--- src/rtl/fle_cfg_pkg.sv ---
// Shared constants, state encoding and pad-bit mask for the fle configuration loader.
package fle_cfg_pkg;

   localparam int unsigned MEM_SIZE  = 47;
   localparam int unsigned WORD_W    = 8;
   localparam int unsigned NUM_WORDS = (MEM_SIZE + WORD_W - 1) / WORD_W;
   localparam int unsigned SHADOW_W  = NUM_WORDS * WORD_W;
   localparam int unsigned CNT_W     = $clog2(NUM_WORDS + 1);

   typedef enum logic [2:0] {
      StIdle,
      StLoad,
      StCheck,
      StCommit,
      StError
   } cfg_state_e;

   // Marks shadow bits beyond MEM_SIZE that exist only to fill the last word.
   function automatic logic [SHADOW_W-1:0] pad_mask_f();
      logic [SHADOW_W-1:0] m;
      m = '0;
      for (int unsigned i = 0; i < SHADOW_W; i++) begin
         m[i] = (i >= MEM_SIZE);
      end
      return m;
   endfunction

   localparam logic [SHADOW_W-1:0] PAD_MASK = pad_mask_f();

endpackage

--- src/rtl/fle_cfg_shadow_reg.sv ---
// Shadow register for one configuration frame, pad-bit check and atomic commit to the
// memory bits that drive the fle.
module fle_cfg_shadow_reg
   import fle_cfg_pkg::*;
(
   input  logic                clk_i,
   input  logic                rst_i,
   input  logic                clear_i,
   input  logic                wr_en_i,
   input  logic [CNT_W-1:0]    wr_idx_i,
   input  logic [WORD_W-1:0]   wr_data_i,
   input  logic                commit_i,
   output logic                pad_err_o,
   output logic [MEM_SIZE-1:0] mem_out_o,
   output logic [MEM_SIZE-1:0] mem_outb_o
);

   logic [SHADOW_W-1:0] shadow_q, shadow_d;
   logic [MEM_SIZE-1:0] mem_q, mem_d;
   logic [MEM_SIZE-1:0] memb_q, memb_d;

   always_comb begin
      shadow_d = shadow_q;
      mem_d    = mem_q;
      memb_d   = memb_q;
      if (clear_i) begin
         shadow_d = '0;
      end else if (wr_en_i) begin
         for (int unsigned w = 0; w < NUM_WORDS; w++) begin
            if (wr_idx_i == CNT_W'(w)) begin
               shadow_d[w*WORD_W +: WORD_W] = wr_data_i;
            end
         end
      end
      // The complement is registered separately so both buses switch on the same edge.
      if (commit_i) begin
         mem_d  = shadow_q[MEM_SIZE-1:0];
         memb_d = ~shadow_q[MEM_SIZE-1:0];
      end
   end

   always_ff @(posedge clk_i) begin
      if (rst_i) begin
         shadow_q <= '0;
         mem_q    <= '0;
         memb_q   <= '1;
      end else begin
         shadow_q <= shadow_d;
         mem_q    <= mem_d;
         memb_q   <= memb_d;
      end
   end

   assign pad_err_o  = |(shadow_q & PAD_MASK);
   assign mem_out_o  = mem_q;
   assign mem_outb_o = memb_q;

endmodule

--- src/rtl/fle_config_loader.sv ---
// Configuration front-end for the fle tile: streams words into a shadow register, verifies
// an XOR checksum and commits the whole frame at once.
module fle_config_loader
   import fle_cfg_pkg::*;
(
   input  logic                fle_clk,
   input  logic                fle_reset,
   input  logic                cfg_start,
   input  logic                cfg_valid,
   input  logic [WORD_W-1:0]   cfg_data,
   output logic                cfg_ready,
   output logic [MEM_SIZE-1:0] mem_out,
   output logic [MEM_SIZE-1:0] mem_outb,
   output logic                cfg_done,
   output logic                cfg_error
);

   cfg_state_e        state_q, state_d;
   logic [CNT_W-1:0]  cnt_q, cnt_d;
   logic [WORD_W-1:0] csum_q, csum_d;
   logic              err_q, err_d;
   logic              clear, wr_en, commit, pad_err;

   always_comb begin
      state_d   = state_q;
      cnt_d     = cnt_q;
      csum_d    = csum_q;
      err_d     = err_q;
      cfg_ready = 1'b0;
      cfg_done  = 1'b0;
      clear     = 1'b0;
      wr_en     = 1'b0;
      commit    = 1'b0;
      // A start pulse outside COMMIT/ERROR (re)opens a frame and drops any same-cycle word.
      if (cfg_start && (state_q inside {StIdle, StLoad, StCheck})) begin
         state_d = StLoad;
         cnt_d   = '0;
         csum_d  = '0;
         err_d   = 1'b0;
         clear   = 1'b1;
      end
      unique case (state_q)
         StIdle: ;
         StLoad: begin
            cfg_ready = 1'b1;
            if (!cfg_start && cfg_valid) begin
               wr_en  = 1'b1;
               csum_d = csum_q ^ cfg_data;
               cnt_d  = cnt_q + CNT_W'(1);
               if (cnt_q == CNT_W'(NUM_WORDS - 1)) begin
                  state_d = StCheck;
               end
            end
         end
         StCheck: begin
            cfg_ready = 1'b1;
            if (!cfg_start && cfg_valid) begin
               if (((csum_q ^ cfg_data) == '0) && !pad_err) begin
                  state_d = StCommit;
               end else begin
                  state_d = StError;
               end
            end
         end
         StCommit: begin
            commit   = 1'b1;
            cfg_done = 1'b1;
            state_d  = StIdle;
         end
         StError: begin
            err_d   = 1'b1;
            state_d = StIdle;
         end
         default: state_d = StIdle;
      endcase
   end

   always_ff @(posedge fle_clk) begin
      if (fle_reset) begin
         state_q <= StIdle;
         cnt_q   <= '0;
         csum_q  <= '0;
         err_q   <= 1'b0;
      end else begin
         state_q <= state_d;
         cnt_q   <= cnt_d;
         csum_q  <= csum_d;
         err_q   <= err_d;
      end
   end

   assign cfg_error = err_q;

   fle_cfg_shadow_reg u_shadow (
      .clk_i      (fle_clk),
      .rst_i      (fle_reset),
      .clear_i    (clear),
      .wr_en_i    (wr_en),
      .wr_idx_i   (cnt_q),
      .wr_data_i  (cfg_data),
      .commit_i   (commit),
      .pad_err_o  (pad_err),
      .mem_out_o  (mem_out),
      .mem_outb_o (mem_outb)
   );

endmodule

--- config.mk ---
export PLATFORM = sky130hd
export DESIGN_NAME = fle_config_loader
export DESIGN_NICKNAME = d
export VERILOG_FILES = /design/src/rtl/fle_cfg_pkg.sv /design/src/rtl/fle_cfg_shadow_reg.sv /design/src/rtl/fle_config_loader.sv
export SDC_FILE = /design/constraint.sdc
export NUM_CORES = 1
export LEC_CHECK = 0
export CAP_MARGIN = 20
export CORE_UTILIZATION = 35
export CTS_CLUSTER_SIZE = 8
export DETAILED_ROUTE_END_ITERATION = 12
export PLACE_DENSITY = 0.6
export SKIP_LAST_GASP = 1
export SYNTH_ARGS = -nofsm -noshare
export SYNTH_HDL_FRONTEND = slang
export SYNTH_SLANG_ARGS = --single-unit
--- constraint.sdc ---
create_clock -name fle_clk -period 3.6 [get_ports fle_clk]
set_input_delay 1.08 -clock fle_clk [delete_from_list [all_inputs] [get_ports fle_clk]]
set_output_delay 1.08 -clock fle_clk [all_outputs]
set_load 0.03 [all_outputs]
# == After elaboration in Yosys (flattened, before gate mapping) ==
# Cells that the tools add are included.
# op_classes
add_sub_neg,1
n_eq_ne,9
n_mux,19
bitwise_logic,2
n_reduce_logical,18
# op_table
op,n
$not 47->47,1
$mux 3,8
$mux 8,3
$eq 3x2->1 const B,4
$reduce_and 2->1,6
$eq 3x3->1 const B,3
$pmux 3 s3,1
$logic_not 8->1,1
$xor 8x8->8,1
$mux 1,7
$eq 3x1->1 const B,2
$logic_not 3->1,2
$reduce_or 2->1,2
$add 3x1->3 const B,1
$logic_and 1x1->1,3
$reduce_bool 3->1,1
$logic_not 1->1,2
$reduce_bool 2->1,1
# word_totals
regBits,157
inputBits,12
out_inout_bits,97

# == Logic depth before layout (Yosys ltp) ==
# Gate-level depths: netlist (run 1).
# depth
depth_word,7
mapped_depth,8
mapped_depth_nobuf,6

# == Hierarchy ==
# From an unflattened synthesis (run 1), not the netlist that was laid out.
# unflattened
cells_unflattened,639
area_unflattened_um2,6318.6
# by_module_without_submodules
module,instances,cells_each,area_per_inst_um2,seq_area_each_um2
fle_cfg_shadow_reg,1,538,5476.5,2842.7
fle_config_loader,1,101,842.1,300.3

# == Worst setup path before layout (run 1) ==
# No wires, ideal clock.
# synth_path
path_kind,reg-to-output
start,reg state_q[0]
end,out cfg_done
arrival_ps,1280
setup_slack_ps,1240
stages_incl_launch_ff,7
path_buffers,3
path_cell_list,dfxtp_1 > buf_2 > nand2_1 > or2_1 > inv_1 > buf_2 > buf_2
# synth_via
elab_chain_cells,2
# synth_rtl
item,line_no,rtl
from (decl),fle_config_loader.sv:18,"cfg_state_e state_q, state_d;"
from (signal assigned),fle_config_loader.sv:80,state_q <= StIdle;
from (signal assigned),fle_config_loader.sv:85,state_q <= state_d;
$eq 3x2->1,fle_config_loader.sv:42,unique case (state_q)
$mux 1,fle_config_loader.sv:42,
to (decl),fle_config_loader.sv:14,"output logic cfg_done,"
# No other way between the ends.

# == Worst setup path in the final report (run 1) ==
# Same ends and word-level chain as after synthesis.

==> out/results.md, run 1 <==
| Item | This run |
|:---|:---|
| Run status | completed |
| Die height | 132 µm |
| Number of instances in the synthesized netlist | 637 |
| Uppermost metal layer occupied by signal nets | met4 |
| Worst clock skew | 0.0103 ns |
| Sum of buffers and inverters on the critical path | 2 |
| LEAKAGE | 2.66 nW |
| Setup repair after global routing missed its margin | false |
| Setup TNS Final | 0 ns |
| Clock buffer depth | 2 |
| Post-Route WL | 13.8 mm |
| Number of warnings issued by yosys | 0 |
| Met1 layer wirelength in the final routing | 6.37 mm |
| Post-synthesis sequential element count | 157 |
| Die span in x | 132 µm |
| Measured slew at the worst slew-check pin | 1.00 ns |
| Drt first pass iters | 4 |
| Met3 wire length | 622 µm |
| Type of the most critical hold path | flop to flop |
| Cells on Worst Hold Path | 2 |
| Clock insertion delay at the later pin of the skew report | 0.42 ns |
| Cells resized by post-CTS repair | 0 |
| Data required time at the worst endpoint | 2.52 ns |
| CP endpoint | cfg_done |
| Worst IR Drop VDD | 0.322 mV |
| Maximum clock frequency | 324 MHz |
| Routed wl met2 | 6.66 mm |
| Util after Layout | 46.7% |
| Inserted Diodes | 0 |
| # DRC | 0 |
| Register area share after synthesis | 53.4% |
| Post-cts hold buffer count | 0 |
| H-tree levels | 4 |
| Reg-to-Reg End | u_shadow.mem_outb_o[5] |
| Inserted Clock Buffers | 17 |
| Number of input and output port buffers inserted | 108 |
| Post-DP HPWL | 9.14 mm |
| Area of the die | 17,300 µm² |
| Nets@finish | 744 |
| Wire length of the first global-routing pass | 22.2 mm |
| Final number of max-transition violations | 0 |
| Total Power | 3.66 mW |
| Post-DR wirelength/cell | 14.4 µm |
| DP Cell Count | 928 |
| CP Cell Sequence | nand2_1 -> or2_4 -> inv_2 -> clkdlybuf4s50_1 |
| Syn Nets | 654 |
| Top-Level Pins | 109 |
| Reg clk slew, reported paths | 0.06 ns |
| Final Non-Filler Cells | 960 |
| Vias in the first global route | 4,300 |
| Critical path class | flop to output port |
| Gate family responsible for the most delay along the worst path | buffers and inverters |
| Worst Setup End Kind | output port |
| Congestion Overflow GR | 0 |
| Reg-to-reg setup timing slack | 1.65 ns |
| Starting density of the core | 35.6% |
| CP startpoint | state_q[0] |
| Synth-to-layout area growth | 31.1% |
| PD cells | 474 nW/µm² |
| Cell with the largest stage delay on the worst path | sky130_fd_sc_hd__clkdlybuf4s50_1 |
| Post-CTS setup-driven buffer insertion count | 0 |
| Max-cap viol count | 0 |
| Antenna violations before repair | 0 |
| Average instance area after synthesis | 9.24 µm² |
| Highest-count cells in the layout ignoring fill and taps | sky130_fd_sc_hd__dfxtp_1 (157), sky130_fd_sc_hd__clkdlybuf4s50_1 (107), sky130_fd_sc_hd__nand2_1 (100) |
| Routed Antenna Nets | 0 |
| Final critical path time including I/O delays and setup | 3.09 ns |
| Standard-cell rows | 47 |
| Unique cell type count in the Yosys netlist | 33 |
| Synth Cell Area | 5890 µm² |
| Worst reg-to-reg path cell count | 4 |
| Final weighted congestion of routability-driven global placement | 0.865 |
| Critical Path AT | 2.01 ns |
| Cell depth of the worst setup path | 4 |
| Beginning of the worst register-to-register path | state_q[2] |
| Delay of the slowest cell on the worst path | 0.68 ns |
| EDFF count, synth | 0 |
| Vias per cell | 4.67 |
| Async set or reset register ratio after synthesis | 0% |
| Critical Path Start Type | flop |
| Worst slew margin relative to its limit | 33.3% |
| Root Driver | sky130_fd_sc_hd__clkbuf_16 |
| Core Area | 16,500 µm² |
| Commonest register cell after synthesis | sky130_fd_sc_hd__dfxtp_1 |
| Portion of the clock cycle consumed by the worst path in the final layout | 85.7% |
| Share of cells above drive strength 1 | 7.97% |
| # setup viols final | 0 |
| Final count of hold timing violations | 0 |
| Most frequent standard cell in the layout excluding fill and tap cells | sky130_fd_sc_hd__dfxtp_1 |
| Worst-path fanout max | 9 |
| Number of violations reported at the end of detailed-routing iteration 0 | 213 |
| Routed via count | 4,484 |
| TritonCTS clock tree | built |
| Total global routing track utilization | 16.3% |
| Number of clock sinks | 157 |
| Pin count of the biggest net entering global routing | 104 |
-- cells by family after synthesis --
family	after synthesis	share of synthesized area, %
and+or+nand+nor	244	19.5
DFF	157	53.4
AOI/OAI and AO/OA	120	12.5
buffers and inverters	54	4.04
muxes	48	8.16
xor gates and xnor gates	9	1.34
adders and majority gates	5	1.06
-- synthesized netlist by cell type, types with 2 or more instances --
cell                       instances  area [µm²]
sky130_fd_sc_hd__clkbuf_1         28         105
sky130_fd_sc_hd__dfxtp_1         157        3140
sky130_fd_sc_hd__nor2_2            9        56.3
sky130_fd_sc_hd__and4_1            3        26.3
sky130_fd_sc_hd__buf_6             2        22.5
sky130_fd_sc_hd__buf_2            16        80.1
sky130_fd_sc_hd__nor2_1           59         221
sky130_fd_sc_hd__a211o_1           9        78.8
sky130_fd_sc_hd__mux2i_1          48         480
sky130_fd_sc_hd__xor2_1            8        70.1
sky130_fd_sc_hd__nand2b_1         39         244
sky130_fd_sc_hd__nand2_1         100         375
sky130_fd_sc_hd__nand3_1           3        15.0
sky130_fd_sc_hd__buf_1             4        15.0
sky130_fd_sc_hd__ha_1              5        62.6
sky130_fd_sc_hd__nor3_1           13        65.1
sky130_fd_sc_hd__nand3b_1          8        60.1
sky130_fd_sc_hd__inv_1             4        15.0
sky130_fd_sc_hd__a21o_1           39         293
sky130_fd_sc_hd__o21ai_0          10        50.1
sky130_fd_sc_hd__a21oi_1          61         305
-- power breakdown --
| group | internal [mW] | leakage (nW) | switching [mW] |
|---|---|---|---|
| Combinational | 0.0345 | 1.11 | 0.0761 |
| Sequential | 1.74 | 1.27 | 0.00447 |
| Clock | 1.11 | 0.283 | 0.695 |
| Total | 2.88 | 2.66 | 0.775 |
-- layer usage --
| layer | vias up | GRT usage, % |
|---|---|---|
| li1 | 2292 | - |
| met1 | 2083 | 20.4 |
| met2 | 94 | 27.4 |
| met3 | 15 | 4.17 |
| met4 | 0 | 5.43 |
| met5 | - | 0 |
-- worst min-delay path: stages (launching register included) --
cell and delay (ns):
sky130_fd_sc_hd__dfxtp_1 0.31, sky130_fd_sc_hd__nand2_1 0.05, sky130_fd_sc_hd__a21oi_1 0.05
-- worst min-delay path by stage --
stage,from,end,slack [ns]
final,u_shadow.mem_out_o[38],u_shadow.mem_out_o[38],0.45
after global routing,u_shadow.mem_outb_o[6],u_shadow.mem_outb_o[6],0.47
after CTS,u_shadow.mem_out_o[38],u_shadow.mem_out_o[38],0.46
after detailed placement,u_shadow.mem_out_o[38],u_shadow.mem_out_o[38],0.45
after global placement,u_shadow.mem_out_o[19],u_shadow.mem_out_o[19],0.44
after floorplan,u_shadow.shadow_q[0],u_shadow.mem_out_o[0],0.44
-- cell type report --
cell class / count / area, µm²
fillers: 1532 / 8810
flip-flops and latches: 157 / 3140
well taps: 220 / 275
repair buffers: 121 / 1180
clock inverters: 11 / 141
clock buffers: 21 / 450
multi-input cells: 426 / 2520
inverters: 4 / 15.0
-- through the flow --
step / hold slack [ns] / setup WS (ns) / instance area, µm²
4_1_cts: 0.456 / 0.493 / 7720
5_1_grt: 0.474 / 0.400 / 7720
3_5_place_dp: 0.448 / 0.582 / 7130
6_report: 0.450 / 0.514 / 7720
3_3_place_gp: 0.443 / 0.635 / 7130
2_1_floorplan: 0.445 / 1.24 / 5890
-- flip-flops by register name (all words and copies together), names as in the netlist --
signal	cells
cfg_error	1
cnt_q	3
csum_q	8
state_q	3
u_shadow.mem_out_o	47
u_shadow.mem_outb_o	47
u_shadow.shadow_q	48
No activity file was read; power rests on OpenSTA's default activity.
==> run 2, diff against run 1 <==
--- a/config.mk
+++ b/config.mk
@@ -13,4 +13,5 @@
 export SKIP_LAST_GASP = 1
 export SYNTH_ARGS = -nofsm -noshare
 export SYNTH_HDL_FRONTEND = slang
+export SYNTH_HIERARCHICAL = 1
 export SYNTH_SLANG_ARGS = --single-unit
==> constraint.sdc (replaced) <==
create_clock -name fle_clk -period 3.6 [get_ports fle_clk]
set_input_delay 0.36 -clock fle_clk [delete_from_list [all_inputs] [get_ports fle_clk]]
set_output_delay 0.36 -clock fle_clk [all_outputs]
set_load 0.03 [all_outputs]
==> run 2 against run 1 <==
Critical path depth is 2 lower. Sequential share of layout area is 1.8 points lower. Die area is 7.2% higher. Cell count is 0.83% lower. Sequential power hardly changed. Non-clock buffer count is 9 lower. Total power is 1.2% higher. Synthesized area is 7.3% higher. Critical endpoint unchanged. Largest cell class unchanged. Largest power group unchanged.
==> out/results.md, run 2 <==
| Item | This run |
|:---|:---|
| Type of the most critical hold path | flop to flop |
| DP Cell Count | 920 |
| Commonest register cell after synthesis | sky130_fd_sc_hd__dfxtp_1 |
| Critical Path AT | 2.37 ns |
| Number of violations reported at the end of detailed-routing iteration 0 | 168 |
| Number of clock sinks | 157 |
| Switching Fraction | 22.2% |
| Share of cells above drive strength 1 | 13.2% |
| Register area share after synthesis | 49.7% |
| Routed Antenna Nets | 0 |
| Final number of max-transition violations | 0 |
| Top post-synthesis cells by count | sky130_fd_sc_hd__dfxtp_1 (157), sky130_fd_sc_hd__a21oi_1 (59), sky130_fd_sc_hd__or3b_1 (56) |
| Main area contributors after synthesis | sky130_fd_sc_hd__dfxtp_1 (50%), sky130_fd_sc_hd__mux2i_1 (7.8%), sky130_fd_sc_hd__or3b_1 (7.8%) |
| Cell internal pwr | 2.88 mW |
| Area of the die | 18,600 µm² |
| Unique cell type count in the Yosys netlist | 42 |
| Number of instances in the synthesized netlist | 639 |
| Post-CTS setup-driven buffer insertion count | 0 |
| Starting density of the core | 36.2% |
| TritonCTS clock tree | built |
| Post-synthesis sequential element count | 157 |
| H-tree levels | 4 |
| PD cells | 458 nW/µm² |
| Pin count of the biggest net entering global routing | 86 |
| Beginning of the worst register-to-register path | state_q[0] |
| Post-DP HPWL | 9.25 mm |
| Congestion Overflow GR | 0 |
| Routed via count | 4,612 |
| Util after Layout | 46.2% |
| Highest-count cells in the layout ignoring fill and taps | sky130_fd_sc_hd__dfxtp_1 (157), sky130_fd_sc_hd__clkdlybuf4s50_1 (107), sky130_fd_sc_hd__a21oi_1 (59) |
| Final critical path time including I/O delays and setup | 2.73 ns |
| Maximum clock frequency | 366 MHz |
| Net load switching power | 0.821 mW |
| Post-Route WL | 14.5 mm |
| Drt first pass iters | 4 |
| Cells resized by post-CTS repair | 0 |
| Syn Nets | 653 |
| Worst Setup End Kind | output port |
| Layout filler cell count | 1,626 |
| Cell taking the most area after synthesis | sky130_fd_sc_hd__dfxtp_1 |
| Standard-cell rows | 48 |
| Worst IR Drop VDD | 0.327 mV |
| Setup TNS Final | 0 ns |
| Wire length of the first global-routing pass | 23.3 mm |
| EDFF count, synth | 0 |
| Top-Level Pins | 109 |
| Vias in the first global route | 4,555 |
| # DRC | 0 |
| Number of flip-flops in the largest register | 48 |
| Combinational share of power | 2.9% |
| Top reg by flops | u_shadow/shadow_q |
| Share of the synthesized area in the top cell type | 49.7% |
| Part of the total power dissipated in the clock network | 50.0% |
| Synth Cell Area | 6320 µm² |
| Number of warnings issued by yosys | 6 |
| Async set or reset register ratio after synthesis | 0% |
| Reg clk slew, reported paths | 0.06 ns |
| Average instance area after synthesis | 9.89 µm² |
| Post-DR wirelength/cell | 15.2 µm |
| Post-cts hold buffer count | 0 |
| Inserted Clock Buffers | 17 |
| Most frequent standard cell in the layout excluding fill and tap cells | sky130_fd_sc_hd__dfxtp_1 |
| LEAKAGE | 2.89 nW |
| Portion of the clock cycle consumed by the worst path in the final layout | 75.9% |
| Final Non-Filler Cells | 952 |
| Data required time at the worst endpoint | 3.24 ns |
| Number of input and output port buffers inserted | 108 |
| Max-cap viol count | 0 |
| Critical path class | flop to output port |
| Root Driver | sky130_fd_sc_hd__clkbuf_16 |
| Total global routing track utilization | 16.3% |
| Antenna violations before repair | 0 |
| Synth-to-layout area growth | 27.9% |
| Worst slew margin relative to its limit | 43.6% |
| Worst-path fanout max | 62 |
| Most common cell in the netlist | sky130_fd_sc_hd__dfxtp_1 |
| Final weighted congestion of routability-driven global placement | 0.766 |
| Final count of hold timing violations | 0 |
| Worst clock skew | 0.00708 ns |
| Measured slew at the worst slew-check pin | 0.846 ns |
| Vias per cell | 4.84 |
| Relative contribution of sequential cells to total power | 47.2% |
| Die span in x | 136 µm |
| CP startpoint | state_q[2] |
| Hold wc startpoint | cfg_error |
| Nets@finish | 728 |
| Setup repair after global routing missed its margin | false |
| Die height | 136 µm |
| Core Area | 17,500 µm² |
| Clock insertion delay at the later pin of the skew report | 0.42 ns |
| Run status | completed |
| Inserted Diodes | 0 |
| Critical Path Start Type | flop |
| # setup viols final | 0 |
| Clock buffer depth | 2 |
-- run 2: changes by cell type after synthesis, moves of 6 or more --
cell / delta
sky130_fd_sc_hd__nor2_1: -53
sky130_fd_sc_hd__nor2_2: -9
sky130_fd_sc_hd__nand2_1: -48
sky130_fd_sc_hd__nand2b_1: +12
sky130_fd_sc_hd__or2_2: +47
sky130_fd_sc_hd__or3b_1: +56
sky130_fd_sc_hd__a211o_1: -8
sky130_fd_sc_hd__a21o_1: +8
sky130_fd_sc_hd__xor2_1: -6
-- run 2: layout make-up --
class,instances,area (µm²),area share (%)
flip-flops and latches,157,3140,38.9
multi-input cells,425,2920,36.1
repair buffers,112,1120,13.9
clock buffers,17,425,5.26
well taps,225,282,3.48
clock inverters,15,189,2.34
inverters,1,3.75,0.0464
-- run 2: critical path, cell delays in order, from the launching register on --
cell	delay, ns
sky130_fd_sc_hd__dfxtp_1	0.40
sky130_fd_sc_hd__and3b_4	0.74
sky130_fd_sc_hd__clkdlybuf4s50_1	0.79
-- run 2: per-layer routing --
layer	up-vias	GRT usage [%]	routed length (µm)
met4	0	5.74	207
met1	2184	20.5	6820
met3	15	3.95	479
li1	2336	-	-
met5	-	0	0
met2	77	26.8	6960
-- run 2: power by group through the flow --
| stage | logic, mW | registers [mW] | clock network [mW] |
|---|---|---|---|
| after global routing | 0.116 | 1.74 | 1.98 |
| final | 0.106 | 1.75 | 1.85 |
| after detailed placement | 0.107 | 1.78 | 0 |
| after CTS | 0.107 | 1.74 | 1.90 |
| after global placement | 0.105 | 1.78 | 0 |
| after floorplan | 0.0719 | 1.78 | 0 |
-- run 2: worst paths after layout --
kind	cells after the start	slack, ns	to
setup / recovery	2	0.87	cfg_done
setup reg to reg	4	1.17	u_shadow/shadow_q[28]
hold reg to reg	2	0.47	cfg_error
hold / removal	2	0.47	cfg_error
-- run 2: per-stage QoR --
step / hold WS [ns] / area, µm² / power, mW / setup WS (ns)
after floorplan: 0.429 / 6320 / 1.85 / 1.33
after global placement: 0.457 / 7470 / 1.89 / 1.04
after detailed placement: 0.463 / 7470 / 1.89 / 0.961
after CTS: 0.474 / 8080 / 3.75 / 0.795
after global routing: 0.493 / 8080 / 3.84 / 0.732
final: 0.468 / 8080 / 3.70 / 0.868
-- run 2: cells by family (layout without fill, tap and decap cells) --
| logic type | count (synthesis) | in the layout | share of synthesized area, % |
|---|---|---|---|
| xor+xnor | 6 | 6 | 0.832 |
| fa+ha+maj | 2 | 2 | 0.396 |
| simple gates | 245 | 245 | 24.9 |
| buf+inv | 57 | 145 | 4.24 |
| compound gates | 122 | 122 | 11.9 |
| flops | 157 | 157 | 49.7 |
| mux | 50 | 50 | 7.94 |
==> run 3, diff against run 2 <==
==> constraint.sdc (replaced) <==
create_clock -name fle_clk -period 2.9 [get_ports fle_clk]
set_input_delay 0.29 -clock fle_clk [delete_from_list [all_inputs] [get_ports fle_clk]]
set_output_delay 0.29 -clock fle_clk [all_outputs]
set_load 0.03 [all_outputs]
==> run 3 against run 2 <==
Sequential power up 24%. Non-clock buffer count up 7. Total power up 22%. Largest power group unchanged. Highest routed layer unchanged.
==> out/results.md, run 3 (same netlist as run 2, synthesis figures left out) <==
| Item | This run |
|:---|:---|
| Final number of max-transition violations | 0 |
| Inserted Diodes | 0 |
| Number of violations reported at the end of detailed-routing iteration 0 | 197 |
| Top reg by flops | u_shadow/shadow_q |
| Clock insertion delay at the later pin of the skew report | 0.42 ns |
| Synth-to-layout area growth | 28.3% |
| Antenna violations before repair | 0 |
| Data required time at the worst endpoint | 2.61 ns |
| Top-Level Pins | 109 |
| TritonCTS clock tree | built |
| Worst IR Drop VDD | 0.433 mV |
| Sequential cell area | 3140 µm² |
| Reg clk slew, reported paths | 0.06 ns |
| Cells resized by post-CTS repair | 0 |
| Nets@finish | 735 |
| Vias per cell | 4.83 |
| Reg-to-reg setup timing slack | 0.60 ns |
| Crit path setup slack, layout | 0.308 ns |
| Max-cap viol count | 0 |
| Standard-cell rows | 48 |
| H-tree levels | 4 |
| Worst Setup End Kind | output port |
| Routed via count | 4,630 |
| Clock buffer depth | 2 |
| Worst Setup Slack post-DPL | 0.432 ns |
| Maximum clock frequency | 386 MHz |
| Area of the die | 18,600 µm² |
| Total Power | 4.53 mW |
| PD cells | 558 nW/µm² |
| Run status | completed |
| Worst clock skew | 0.00858 ns |
| Share of cells above drive strength 1 | 13.1% |
| Inserted Clock Buffers | 17 |
| Total area of multi-input combinational cells | 2920 µm² |
| Number of flip-flops in the largest register | 48 |
| # DRC | 0 |
| Congestion Overflow GR | 0 |
| Post-Layout Inst Area | 8110 µm² |
| Post-Route WL | 14.2 mm |
| Setup TNS Final | 0 ns |
| Drt first pass iters | 4 |
| Final critical path time including I/O delays and setup | 2.59 ns |
| Worst-path fanout max | 51 |
| Die height | 136 µm |
| Die span in x | 136 µm |
| Critical Path AT | 2.30 ns |
| Setup repair after global routing missed its margin | false |
| Final count of hold timing violations | 0 |
| Vias in the first global route | 4,620 |
| Highest-count cells in the layout ignoring fill and taps | sky130_fd_sc_hd__dfxtp_1 (157), sky130_fd_sc_hd__clkdlybuf4s50_1 (107), sky130_fd_sc_hd__a21oi_1 (59) |
| Final weighted congestion of routability-driven global placement | 0.770 |
| Portion of the clock cycle consumed by the worst path in the final layout | 89.4% |
| Critical path class | flop to output port |
| Post-CTS setup-driven buffer insertion count | 0 |
| Measured slew at the worst slew-check pin | 1.04 ns |
| Wire length of the first global-routing pass | 23.2 mm |
| Pin count of the biggest net entering global routing | 103 |
| Number of clock sinks | 157 |
| LEAKAGE | 2.93 nW |
| Post-DP HPWL | 9.15 mm |
| Number of input and output port buffers inserted | 108 |
| Post-DR wirelength/cell | 14.8 µm |
| Most frequent standard cell in the layout excluding fill and tap cells | sky130_fd_sc_hd__dfxtp_1 |
| Layout filler cell count | 1,636 |
| # setup viols final | 0 |
| Critical Path Start Type | flop |
| Root Driver | sky130_fd_sc_hd__clkbuf_16 |
| Starting density of the core | 36.2% |
| Worst slew margin relative to its limit | 30.4% |
| Routed Antenna Nets | 0 |
| Post-cts hold buffer count | 0 |
| Core Area | 17,500 µm² |
| Post-place instance area | 7520 µm² |
| Total global routing track utilization | 16.0% |
| Type of the most critical hold path | flop to flop |
-- run 3: per-stage QoR --
stage	cells	hold WS, ns	utilization, %
finish	959	0.469	46.4
global route	959	0.493	46.4
CTS	959	0.472	46.4
detailed placement	927	0.462	43.0
global placement	927	0.454	43.0
floorplan	639	0.359	-
-- run 3: area by class of cell --
class,count,area share [%]
inverter,1,0.0463
multi-input combinational,425,36.0
sequential,157,38.8
tap,225,3.47
clock buffer,26,5.91
timing repair buffer,119,14.5
clock inverter,6,1.34
-- run 3: worst paths after layout --
| path | start | to | cells past startpoint |
|---|---|---|---|
| worst min-delay path | u_shadow/mem_out_o[44] | u_shadow/mem_out_o[44] | 2 |
| worst max-delay path | state_q[2] | cfg_done | 2 |
| worst max register to register | state_q[2] | u_shadow/shadow_q[4] | 4 |
| worst min register to register | u_shadow/mem_out_o[44] | u_shadow/mem_out_o[44] | 2 |
-- run 3: worst max-delay path: stages (launching register included) --
cell,delay (ns)
sky130_fd_sc_hd__dfxtp_1,0.41
sky130_fd_sc_hd__and3b_4,0.70
sky130_fd_sc_hd__clkdlybuf4s50_1,0.77
-- run 3: layer usage --
metal  GRT usage (%)  up-vias  routed length (µm)
met3            4.03       10                 507
met4            5.43        0                 167
met5               0        -                   0
li1                -     2343                   -
met2            26.2       88                6590
met1            20.4     2189                6900
-- run 3: power breakdown --
part / switching, mW / internal (mW) / total [mW]
Combinational: 0.0883 / 0.0445 / 0.133
Clock: 0.826 / 1.40 / 2.23
Sequential: 0.00538 / 2.16 / 2.17
